===== src/rtl/display_mode_scheduler_if.sv =====
// Frame channel between the display mode scheduler, the time/date frame
// requesters and the LED controller. The scheduler is the master: it samples
// the two source frames and drives dat/dat_vld toward the LED controller,
// which answers with dat_rdy.
interface display_mode_scheduler_if #(
  parameter int DAT_WIDTH = 64
);
  logic [DAT_WIDTH-1:0] time_dat;
  logic [DAT_WIDTH-1:0] date_dat;
  logic [DAT_WIDTH-1:0] dat;
  logic                 dat_vld;
  logic                 dat_rdy;

  modport master (
    input  time_dat,
    input  date_dat,
    input  dat_rdy,
    output dat,
    output dat_vld
  );

  modport slave (
    output time_dat,
    output date_dat,
    output dat_rdy,
    input  dat,
    input  dat_vld
  );
endinterface


===== src/rtl/display_mode_scheduler.sv =====
// Display mode scheduler: picks between the time and date frames for an
// 8-digit LED display. A debounced button peeks at the date for PEEK_SEC
// seconds, a switch locks the date on screen, and a fresh frame is offered
// to the LED controller on every 1 s tick and on every mode change.
module display_mode_scheduler #(
  parameter int CLK_HZ    = 125000000,
  parameter int DEB_CYC   = 1250000,
  parameter int PEEK_SEC  = 5,
  parameter int DAT_WIDTH = 64
) (
  input  logic                            clk,
  input  logic                            rst,
  input  logic                            btn,
  input  logic                            sw0,
  display_mode_scheduler_if.master        bus,
  output logic                            mode,
  output logic                            tick
);

  localparam int TW = (CLK_HZ > 1) ? $clog2(CLK_HZ) : 1;
  localparam int DW = (DEB_CYC > 1) ? $clog2(DEB_CYC) : 1;
  localparam int PW = $clog2(PEEK_SEC + 1);

  localparam logic [TW-1:0] TICK_LAST = TW'(CLK_HZ - 1);
  localparam logic [DW-1:0] DEB_LAST  = DW'(DEB_CYC - 1);
  localparam logic [PW-1:0] PEEK_LOAD = PW'(PEEK_SEC);
  localparam logic [PW-1:0] PEEK_ONE  = PW'(1);

  localparam logic [1:0] S_TIME = 2'd0;
  localparam logic [1:0] S_PEEK = 2'd1;
  localparam logic [1:0] S_LOCK = 2'd2;

  logic                 btn_m, btn_s;
  logic                 sw0_m, sw0_s;
  logic [DW-1:0]        deb_cnt;
  logic                 btn_db, btn_db_q;
  logic                 press;
  logic [TW-1:0]        tick_cnt;
  logic [1:0]           state, state_nx;
  logic [PW-1:0]        peek_cnt, peek_nx;
  logic                 mode_nx;
  logic                 req;
  logic                 pend;
  logic                 issue;
  logic [DAT_WIDTH-1:0] dat_q;
  logic                 vld_q;

  // Two-flop synchronizers for the asynchronous button and switch.
  always_ff @(posedge clk) begin
    if (rst) begin
      btn_m <= 1'b0;
      btn_s <= 1'b0;
      sw0_m <= 1'b0;
      sw0_s <= 1'b0;
    end else begin
      // NOTE: non-blocking so each stage captures the previous stage's pre-edge value.
      btn_m <= btn;
      btn_s <= btn_m;
      sw0_m <= sw0;
      sw0_s <= sw0_m;
    end
  end

  // Debounce: the synchronized button must differ from btn_db for DEB_CYC
  // consecutive cycles before btn_db follows it.
  always_ff @(posedge clk) begin
    if (rst) begin
      deb_cnt  <= '0;
      btn_db   <= 1'b0;
      btn_db_q <= 1'b0;
    end else begin
      btn_db_q <= btn_db;
      if (btn_s == btn_db) begin
        deb_cnt <= '0;
      end else if (deb_cnt == DEB_LAST) begin
        btn_db  <= btn_s;
        deb_cnt <= '0;
      end else begin
        deb_cnt <= deb_cnt + 1'b1;
      end
    end
  end

  assign press = btn_db & ~btn_db_q;

  // Free-running seconds divider; tick marks its last count.
  always_ff @(posedge clk) begin
    if (rst) begin
      tick_cnt <= '0;
    end else if (tick_cnt == TICK_LAST) begin
      tick_cnt <= '0;
    end else begin
      tick_cnt <= tick_cnt + 1'b1;
    end
  end

  assign tick = (tick_cnt == TICK_LAST);

  // Next-state logic: the lock switch overrides everything, a press beats
  // a coincident tick, and the peek countdown only runs on ticks.
  always_comb begin
    // NOTE: defaults first so every path assigns every output and no latch is inferred.
    state_nx = state;
    peek_nx  = peek_cnt;
    if (sw0_s) begin
      state_nx = S_LOCK;
    end else begin
      case (state)
        S_TIME: begin
          if (press) begin
            state_nx = S_PEEK;
            peek_nx  = PEEK_LOAD;
          end
        end
        S_PEEK: begin
          if (press) begin
            state_nx = S_TIME;
          end else if (tick) begin
            peek_nx = peek_cnt - PEEK_ONE;
            if (peek_cnt == PEEK_ONE) begin
              state_nx = S_TIME;
            end
          end
        end
        S_LOCK:  state_nx = S_TIME;
        default: state_nx = S_TIME;
      endcase
    end
  end

  assign mode    = (state != S_TIME);
  assign mode_nx = (state_nx != S_TIME);

  // A request is a tick or a mode change; it is served at once when the
  // channel is idle, otherwise it is remembered in pend and coalesced.
  assign req   = tick | (mode_nx ^ mode);
  assign issue = ~vld_q & (pend | req);

  // Mode FSM, peek countdown and pending-request flag.
  always_ff @(posedge clk) begin
    if (rst) begin
      state    <= S_TIME;
      peek_cnt <= '0;
      pend     <= 1'b1;
    end else begin
      state    <= state_nx;
      peek_cnt <= peek_nx;
      pend     <= (pend | req) & ~issue;
    end
  end

  // Output channel: latch the frame of the upcoming mode on issue, hold it
  // until the LED controller takes it, then stay idle for one cycle.
  always_ff @(posedge clk) begin
    if (rst) begin
      dat_q <= '0;
      vld_q <= 1'b0;
    end else if (issue) begin
      dat_q <= mode_nx ? bus.date_dat : bus.time_dat;
      vld_q <= 1'b1;
    end else if (vld_q && bus.dat_rdy) begin
      vld_q <= 1'b0;
    end
  end

  assign bus.dat     = dat_q;
  assign bus.dat_vld = vld_q;

endmodule


===== src/flat_wrapper.sv =====
// flat-port wrapper written by rule: the top's interface ports become plain ports
module display_mode_scheduler_flat 
#(
  parameter int CLK_HZ    = 125000000,
  parameter int DEB_CYC   = 1250000,
  parameter int PEEK_SEC  = 5,
  parameter int DAT_WIDTH = 64
)
  (clk, rst, btn, sw0, mode, tick, bus_time_dat, bus_date_dat, bus_dat_rdy, bus_dat, bus_dat_vld);
  display_mode_scheduler_if #(.DAT_WIDTH(DAT_WIDTH)) bus_i ();
  input  logic clk;
  input  logic rst;
  input  logic btn;
  input  logic sw0;
  output logic mode;
  output logic tick;
  input wire logic [$bits(bus_i.time_dat)-1:0] bus_time_dat;
  input wire logic [$bits(bus_i.date_dat)-1:0] bus_date_dat;
  input wire logic [$bits(bus_i.dat_rdy)-1:0] bus_dat_rdy;
  output wire logic [$bits(bus_i.dat)-1:0] bus_dat;
  output wire logic [$bits(bus_i.dat_vld)-1:0] bus_dat_vld;
  assign bus_i.time_dat = bus_time_dat;
  assign bus_i.date_dat = bus_date_dat;
  assign bus_i.dat_rdy = bus_dat_rdy;
  assign bus_dat = bus_i.dat;
  assign bus_dat_vld = bus_i.dat_vld;
  display_mode_scheduler #(.CLK_HZ(CLK_HZ), .DEB_CYC(DEB_CYC), .PEEK_SEC(PEEK_SEC), .DAT_WIDTH(DAT_WIDTH)) u_core (.clk(clk), .rst(rst), .btn(btn), .sw0(sw0), .bus(bus_i), .mode(mode), .tick(tick));
endmodule

===== config.mk =====
export PLATFORM = sky130hd
export DESIGN_NAME = display_mode_scheduler_flat
export DESIGN_NICKNAME = d
export VERILOG_FILES = /design/src/rtl/display_mode_scheduler_if.sv /design/src/rtl/display_mode_scheduler.sv /design/src/flat_wrapper.sv
export SDC_FILE = /design/constraint.sdc
export NUM_CORES = 1
export LEC_CHECK = 0
export CORE_ASPECT_RATIO = 1.25
export CORE_UTILIZATION = 47
export DETAILED_ROUTE_END_ITERATION = 6
export PLACE_DENSITY = 0.81
export SETUP_SLACK_MARGIN = 0.15
export SYNTH_ARGS = -nofsm -noshare
export SYNTH_HDL_FRONTEND = slang
export SYNTH_SLANG_ARGS = --single-unit

===== constraint.sdc =====
create_clock -name clk -period 2.4 [get_ports clk]
set_input_delay 0.24 -clock clk [delete_from_list [all_inputs] [get_ports clk]]
set_output_delay 0.24 -clock clk [all_outputs]
set_load 0.02 [all_outputs]

# Yosys cells after proc, flatten, opt, wreduce, memory -nomap -nowiden
# Cells that the tools add are included.
# W data, S select, Z words.
# word_totals
ff_bits	125
latch_bits	0
ramBits	0
romBits	0
inputBits	133
output_inout_bits	67
elab_cells	58
mem_count	0
# classes
n_addsub	3
mul	0
n_div	0
order_cmp	0
n_eq_ne	8
shifts	0
n_mux	13
bitwise_logic	11
n_reduce_logical	10
# op_table
operator	n
$mux W64	1
$add A27 B1 Y27 const B	1
$eq A27 B27 Y1 const B	1
$add A21 B1 Y21 const B	1
$eq A21 B21 Y1 const B	1
$mux W2	5
$mux W3	3
$reduce_bool A2 Y1	4
$pmux W3 S2	1
$not A1 Y1	5
$reduce_and A5 Y1	1
$ne A2 B1 Y1 const B	2
$pmux W2 S2	1
$and A1 B1 Y1	3
$eq A3 B1 Y1 const B	1
$reduce_or A3 Y1	1
$sub A3 B1 Y3 const B	1
$eq A2 B1 Y1 const B	1
$logic_not A2 Y1	1
$mux W1	2
$ne A2 B2 Y1 const B	1
$or A1 B1 Y1	2
$reduce_and A2 Y1	1
$reduce_or A2 Y1	1
3 further kinds	3

# Depth between registers and ports, before layout
# logic_depth
depth_word	13
mapped_depth	8
depth_no_buf	7

# Worst setup path after synthesis
# No wires, ideal clock.
# synth_path
path_kind	register to register
from	register u_core.tick_cnt[18]
to	register u_core.dat_q[54], in the netlist u_core.bus.dat[54]
setup_ns	0.144
arrival_ns	2.005
required_ns	2.256
slack_ns	0.251
path_stages_with_launch	8
path_buffers	2
period_less_slack_ns	2.149
cell_sequence	dfxtp_1 -> or4_4 -> nor4_4 -> nand2_2 -> a21oi_1 -> buf_4 -> buf_4 -> a311oi_2
# synth_via
elab_chain_len	10
word_cells_on_any_way	11
cone_classes	eq/ne: 1; mux: 5; bitwise: 4; reduce/logical: 1
# synth_lines
item	line_no	text
from (decl)	display_mode_scheduler.sv:38	logic [TW-1:0] tick_cnt;
from (signal assigned)	display_mode_scheduler.sv:93	tick_cnt <= tick_cnt + 1'b1;
$eq A27 B27 Y1 *	display_mode_scheduler.sv:97	assign tick = (tick_cnt == TICK_LAST);
$mux W2	display_mode_scheduler.sv:118	end else if (tick) begin
$mux W2	display_mode_scheduler.sv:116	if (press) begin
$pmux W2 S2	display_mode_scheduler.sv:108	case (state)
$mux W2	display_mode_scheduler.sv:105	if (sw0_s) begin
$reduce_bool A2 Y1	display_mode_scheduler.sv:132	assign mode_nx = (state_nx != S_TIME);
$xor A1 B1 Y1	display_mode_scheduler.sv:136	assign req = tick | (mode_nx ^ mode);
$or A1 B1 Y1	display_mode_scheduler.sv:136	
$or A1 B1 Y1	display_mode_scheduler.sv:137	assign issue = ~vld_q & (pend | req);
$and A1 B1 Y1	display_mode_scheduler.sv:137	
to (signal assigned)	display_mode_scheduler.sv:159	dat_q <= mode_nx ? bus.date_dat : bus.time_dat;
to (decl)	display_mode_scheduler.sv:45	logic [DAT_WIDTH-1:0] dat_q;
# Every way passes the cells marked *; elsewhere a longest branch is shown, timed or not.
# A chain may end at the register's enable or synchronous reset.

# Worst setup path in the final report
# layout_path
from	register u_core.tick_cnt[22]
to	register u_core.dat_q[63], in the netlist u_core.bus.dat[63]
# The elaborated chain is that of the path after synthesis.

==> results by stage <==
Floorplan:
- The top-level I/O count is 200.
- The chip width is 105 um.
- The vertical die dimension is 130 um.
- The area of the placeable core is roughly 0.013 mm^2.
- The die covers 0.0136 mm^2.
- For this configuration, the core starts out at a cell density of 48.4%.
- The floorplan has 46 rows.

Synthesis:
- Summing the areas of all fa, ha and maj instances in the mapped netlist gives 0.809% of the synthesized area.
- The flip-flop and latch count after synthesis is 125.
- The post-synth design cell area is 0.00618 mm^2.
- The share of the synthesized area in the top cell type is 40.5%.
- The number of nets produced by synthesis is ~850.
- The share of the Yosys chip area taken by registers is 40.5%.
- The count of yosys warnings during synthesis is 0.
- The largest area contributor in the synthesized netlist is sky130_fd_sc_hd__dfxtp_1.
- The synthesized netlist devotes 19.8% of its cell area to compound gates.
- By area, the combinational part of the netlist is dominated by simple AND/OR/NAND/NOR gates.
- Yosys mapped the design onto 47 distinct sky130hd cell types.
- For this run, the leading register cell type out of synthesis is sky130_fd_sc_hd__dfxtp_1.
- The XOR/XNOR share of the synthesized area is 6.52%.
- The post-synthesis cell count is approximately 700.
- After synthesis, the share of flip-flops with an asynchronous set or reset is 0%.
- A synthesized cell averages ~8.7 um^2.
- The synthesized netlist devotes about a quarter of its cell area to simple gates.
- By area the synthesized netlist is led by sky130_fd_sc_hd__dfxtp_1, sky130_fd_sc_hd__o211ai_1, sky130_fd_sc_hd__a311oi_1, sky130_fd_sc_hd__nand3_1, sky130_fd_sc_hd__nor3_1.
- In this run, synthesis inferred 0 flip-flops with an integrated enable.
- Multiplexer cells account for 0.324% of the synthesized area.

Worst setup path:
- Along the worst path, the maximum fanout reaches 16.
- The required time reported for the critical path endpoint is 2720 ps.
- The type of element capturing the critical path is a flop.
- The critical setup path kind is flop to flop.
- The worst setup path is launched from a flop.
- In this design, the stage delay of the slowest critical-path cell is 450 ps.
- The slowest cell on the critical path is sky130_fd_sc_hd__dfxtp_1.
- Walking the worst path, the cells encountered are nand4b_1 > nor3_2 > nor4b_4 > buf_4 > buf_12 > o211ai_1 > a311oi_2.
- The critical path data arrival time is 2580 ps.

Pwr:
- The cell area power density is approximately 680 mW/mm^2.
- The peak ir drop on the vdd network is 0.000537 V.
- The standby leakage power is a little over 0.003 uW.
- The total design power is 6350 uW.
- The part of the total power dissipated in the clock network is 42.7%.
- The combinational cell fraction of total power is 20.6%.
- The internal power summed over all cells is 4700 uW.
- Summed over all nets, the switching power comes to 1650 uW.
- The share of total power dissipated in sequential elements is 36.7%.
- The net switching share of the total power is approximately 26%.

Clocking:
- The number of buffers on the longest clock path is 2.
- After clock tree synthesis, the clock-pin slew on the worst setup and hold paths is 50 ps.
- The cell at the root of the clock tree is sky130_fd_sc_hd__clkbuf_16.
- The number of sinks handled by clock tree synthesis is about 130.
- In this run the number of H-tree levels came out at 4.
- The number of clock buffers added by TritonCTS is 17.
- The clock reaches the later pin of the worst-skew pair after ~420 ps.
- TritonCTS built the clock tree.

Timing:
- The final sum of negative setup slack is 0 ps.
- In the finished design, the share of the clock period the worst path needs comes to between 90% and 100%.
- Counting I/O delays and the setup requirement, the final critical path takes 2260 ps.
- The maximum clock skew at final layout is 11.2 ps.
- The final count of hold timing violations came to 0.
- The slew at the pin closest to its max-slew limit is between 700 and 800 ps.
- Setup violations remaining at the end of the flow were counted as 0.
- The count of final max-slew check failures is 0.
- For this run, the top clock speed supported by timing is approximately 0.44 GHz.
- The worst pin sits at a relative slew slack of 52.2%.
- Setup repair after global routing could not meet its margin everywhere.

Global route:
- Global routing consumed, over all layers together, approximately 29% of the routing resources.
- The number of global-route vias before repair was between 6000 and 7000.
- The number of antenna violations at the first check in global routing was 0.
- Entering global routing, the biggest net connects 65 pins.
- The aggregate global routing overflow is 0.
- The first global-routing pass estimated ~31000 um of wire.

Placement:
- Once placement finished, the instance area stood at 0.00837 mm^2.
- The last weighted congestion value of the routability-driven placer is 0.867.
- After detailed placement, the design holds a cell count of 1031.
- The count of input and output buffers is 199.
- The half-perimeter wire length after placement is 13400 um.

Flow run:
- The max-cap check violation count is 0.

Final layout:
- Summing all flip-flop and latch instances after layout gives 0.00251 mm^2.
- The number of filler instances in the final layout is 916.
- The library cell used most frequently in the layout, excluding fill and tap cells, is sky130_fd_sc_hd__clkdlybuf4s50_1.
- The final layout contains 1030 nets.
- The number of antenna diodes in the final layout is 0.
- The finished layout holds 1074 standard cells, fillers aside.
- Of the cells placed in the final design, the portion with a size suffix greater than 1 is around an eighth.
- The design area is approximately 0.0093 mm^2.
- In the layout the commonest cells are sky130_fd_sc_hd__clkdlybuf4s50_1, sky130_fd_sc_hd__dfxtp_1, sky130_fd_sc_hd__nand3_1.
- The area growth from synthesis to layout is 50.3%.
- The multi-input combinational cells in the finished layout cover a total of 0.00338 mm^2.

Drt:
- The post-detailed-route count of antenna-violating nets is 0.
- The routed via count divided by cell count is 6.20.
- The count of unresolved DRC violations after routing is 0.
- The pre-antenna-repair detailed-routing pass consisted of 5 iterations.
- The detailed-route wire length is 21500 um.
- The number of vias after detailed routing is about 6700.
- After detailed routing, the average wire length per cell comes to 20.1 um.
- The count of routing violations after the opening detailed-route iteration is between 500 and 600.

Worst hold path:
- The type of the most critical hold path is primary input to flop.

Outcome:
- The flow ran to the end, and the final reports show no timing, DRC or antenna violations.
-- worst paths after layout --
| check | startpoint | end | slack (ps) | cells after the start |
|---|---|---|---|---|
| hold reg to reg | u_core.deb_cnt[0] | u_core.deb_cnt[0] | 440 | 1 |
| setup reg to reg | u_core.tick_cnt[22] | u_core.bus.dat[63] | 140 | 7 |
| hold / removal | rst | u_core.tick_cnt[2] | 370 | 2 |
| setup / recovery | u_core.tick_cnt[22] | u_core.bus.dat[63] | 140 | 7 |
-- area by class of cell --
cell class | count | share of cell area [%]
Clock inverter | 12 | 1.80
Sequential cell | 125 | 27.0
Clock buffer | 20 | 4.92
Tap cell | 168 | 2.26
Multi-Input combinational cell | 500 | 36.3
Inverter | 14 | 0.566
Timing Repair Buffer | 235 | 27.1
-- cell usage after synthesis, types with 2 or more instances --
library cell               number
sky130_fd_sc_hd__and3_1         6
sky130_fd_sc_hd__and2_1         5
sky130_fd_sc_hd__xnor2_1       38
sky130_fd_sc_hd__inv_1         14
sky130_fd_sc_hd__buf_2         17
sky130_fd_sc_hd__nor2_1        65
sky130_fd_sc_hd__nand2b_1       2
sky130_fd_sc_hd__dfxtp_1      125
sky130_fd_sc_hd__or2_2          4
sky130_fd_sc_hd__nand4b_1       2
sky130_fd_sc_hd__nor4b_1        4
sky130_fd_sc_hd__nand4_1       11
sky130_fd_sc_hd__nand2_1       17
sky130_fd_sc_hd__clkbuf_1      40
sky130_fd_sc_hd__a21o_1         2
sky130_fd_sc_hd__nand3_1       81
sky130_fd_sc_hd__a311oi_1      49
sky130_fd_sc_hd__buf_6          8
sky130_fd_sc_hd__ha_1           4
sky130_fd_sc_hd__a311oi_2      15
sky130_fd_sc_hd__nor3_1        73
sky130_fd_sc_hd__buf_4          3
sky130_fd_sc_hd__and4_1         4
sky130_fd_sc_hd__o21ai_0        2
sky130_fd_sc_hd__nor4_1        12
sky130_fd_sc_hd__a21oi_1        3
sky130_fd_sc_hd__xor2_1         8
sky130_fd_sc_hd__nor2b_1        9
sky130_fd_sc_hd__or3_1          3
sky130_fd_sc_hd__mux2i_1        2
sky130_fd_sc_hd__o211ai_1      64
-- stage by stage --
| step | hold slack [ps] | setup WS (ps) | utilization, % |
|---|---|---|---|
| finish | 368 | 136 | 72.7 |
| global route | 394 | 37.3 | 72.7 |
| CTS | 349 | 152 | 70.5 |
| detailed placement | 430 | 183 | 65.5 |
| global placement | 422 | 225 | 65.5 |
| floorplan | 368 | 251 | - |
-- cells by family (layout without fill, tap and decap cells) --
group / after synthesis / after routing
adders and majority gates: 4 / 4
AOI/OAI and AO/OA: 142 / 142
buffers and inverters: 83 / 281
DFF: 125 / 125
xor gates and xnor gates: 46 / 46
muxes: 2 / 2
and+or+nand+nor: 306 / 306
-- critical path, delay by kind of cell, from the launching register on --
kind | cells | cell delay (ps)
buffers and inverters | 2 | 380
and+or+nand+nor | 3 | 890
DFF | 1 | 450
AOI/OAI and AO/OA | 2 | 430
-- power by group through the flow --
| stage | combinational, uW | clock [uW] | sequential [uW] |
|---|---|---|---|
| 2_1_floorplan | 433 | 0 | 2520 |
| 6_report | 1310 | 2710 | 2330 |
| 3_5_place_dp | 1230 | 0 | 2360 |
| 5_1_grt | 1380 | 2820 | 2340 |
| 4_1_cts | 1230 | 2730 | 2320 |
| 3_3_place_gp | 1200 | 0 | 2360 |
-- sequential cells by signal (all words and copies together) (netlist names) --
signal	flops
u_core.tick_cnt	27
u_core.peek_cnt	3
u_core.state	2
u_core.sw0_s	1
u_core.btn_db_q	1
u_core.btn_s	1
u_core.pend	1
u_core.sw0_m	1
u_core.btn_m	1
u_core.bus.dat_vld	1
u_core.btn_db	1
u_core.bus.dat	64
u_core.deb_cnt	21
-- metal layers --
metal / vias to the layer above / share of wire [%] / global-route usage, %
met5: - / 0 / 0
met4: 0 / 4.5 / 16.5
met3: 80 / 9.3 / 10.5
met2: 384 / 51 / 49.4
met1: 3153 / 35 / 31.1
li1: 3037 / - / -
-- timing repair --
item,in CTS,in global routing
endpoints found under the setup margin,1,65
setup buffers,0,5
pin swaps,2,23
hold buffers,0,0
resized for setup,4,30
gates cloned,0,6
Power figures use the tool's default switching activity.
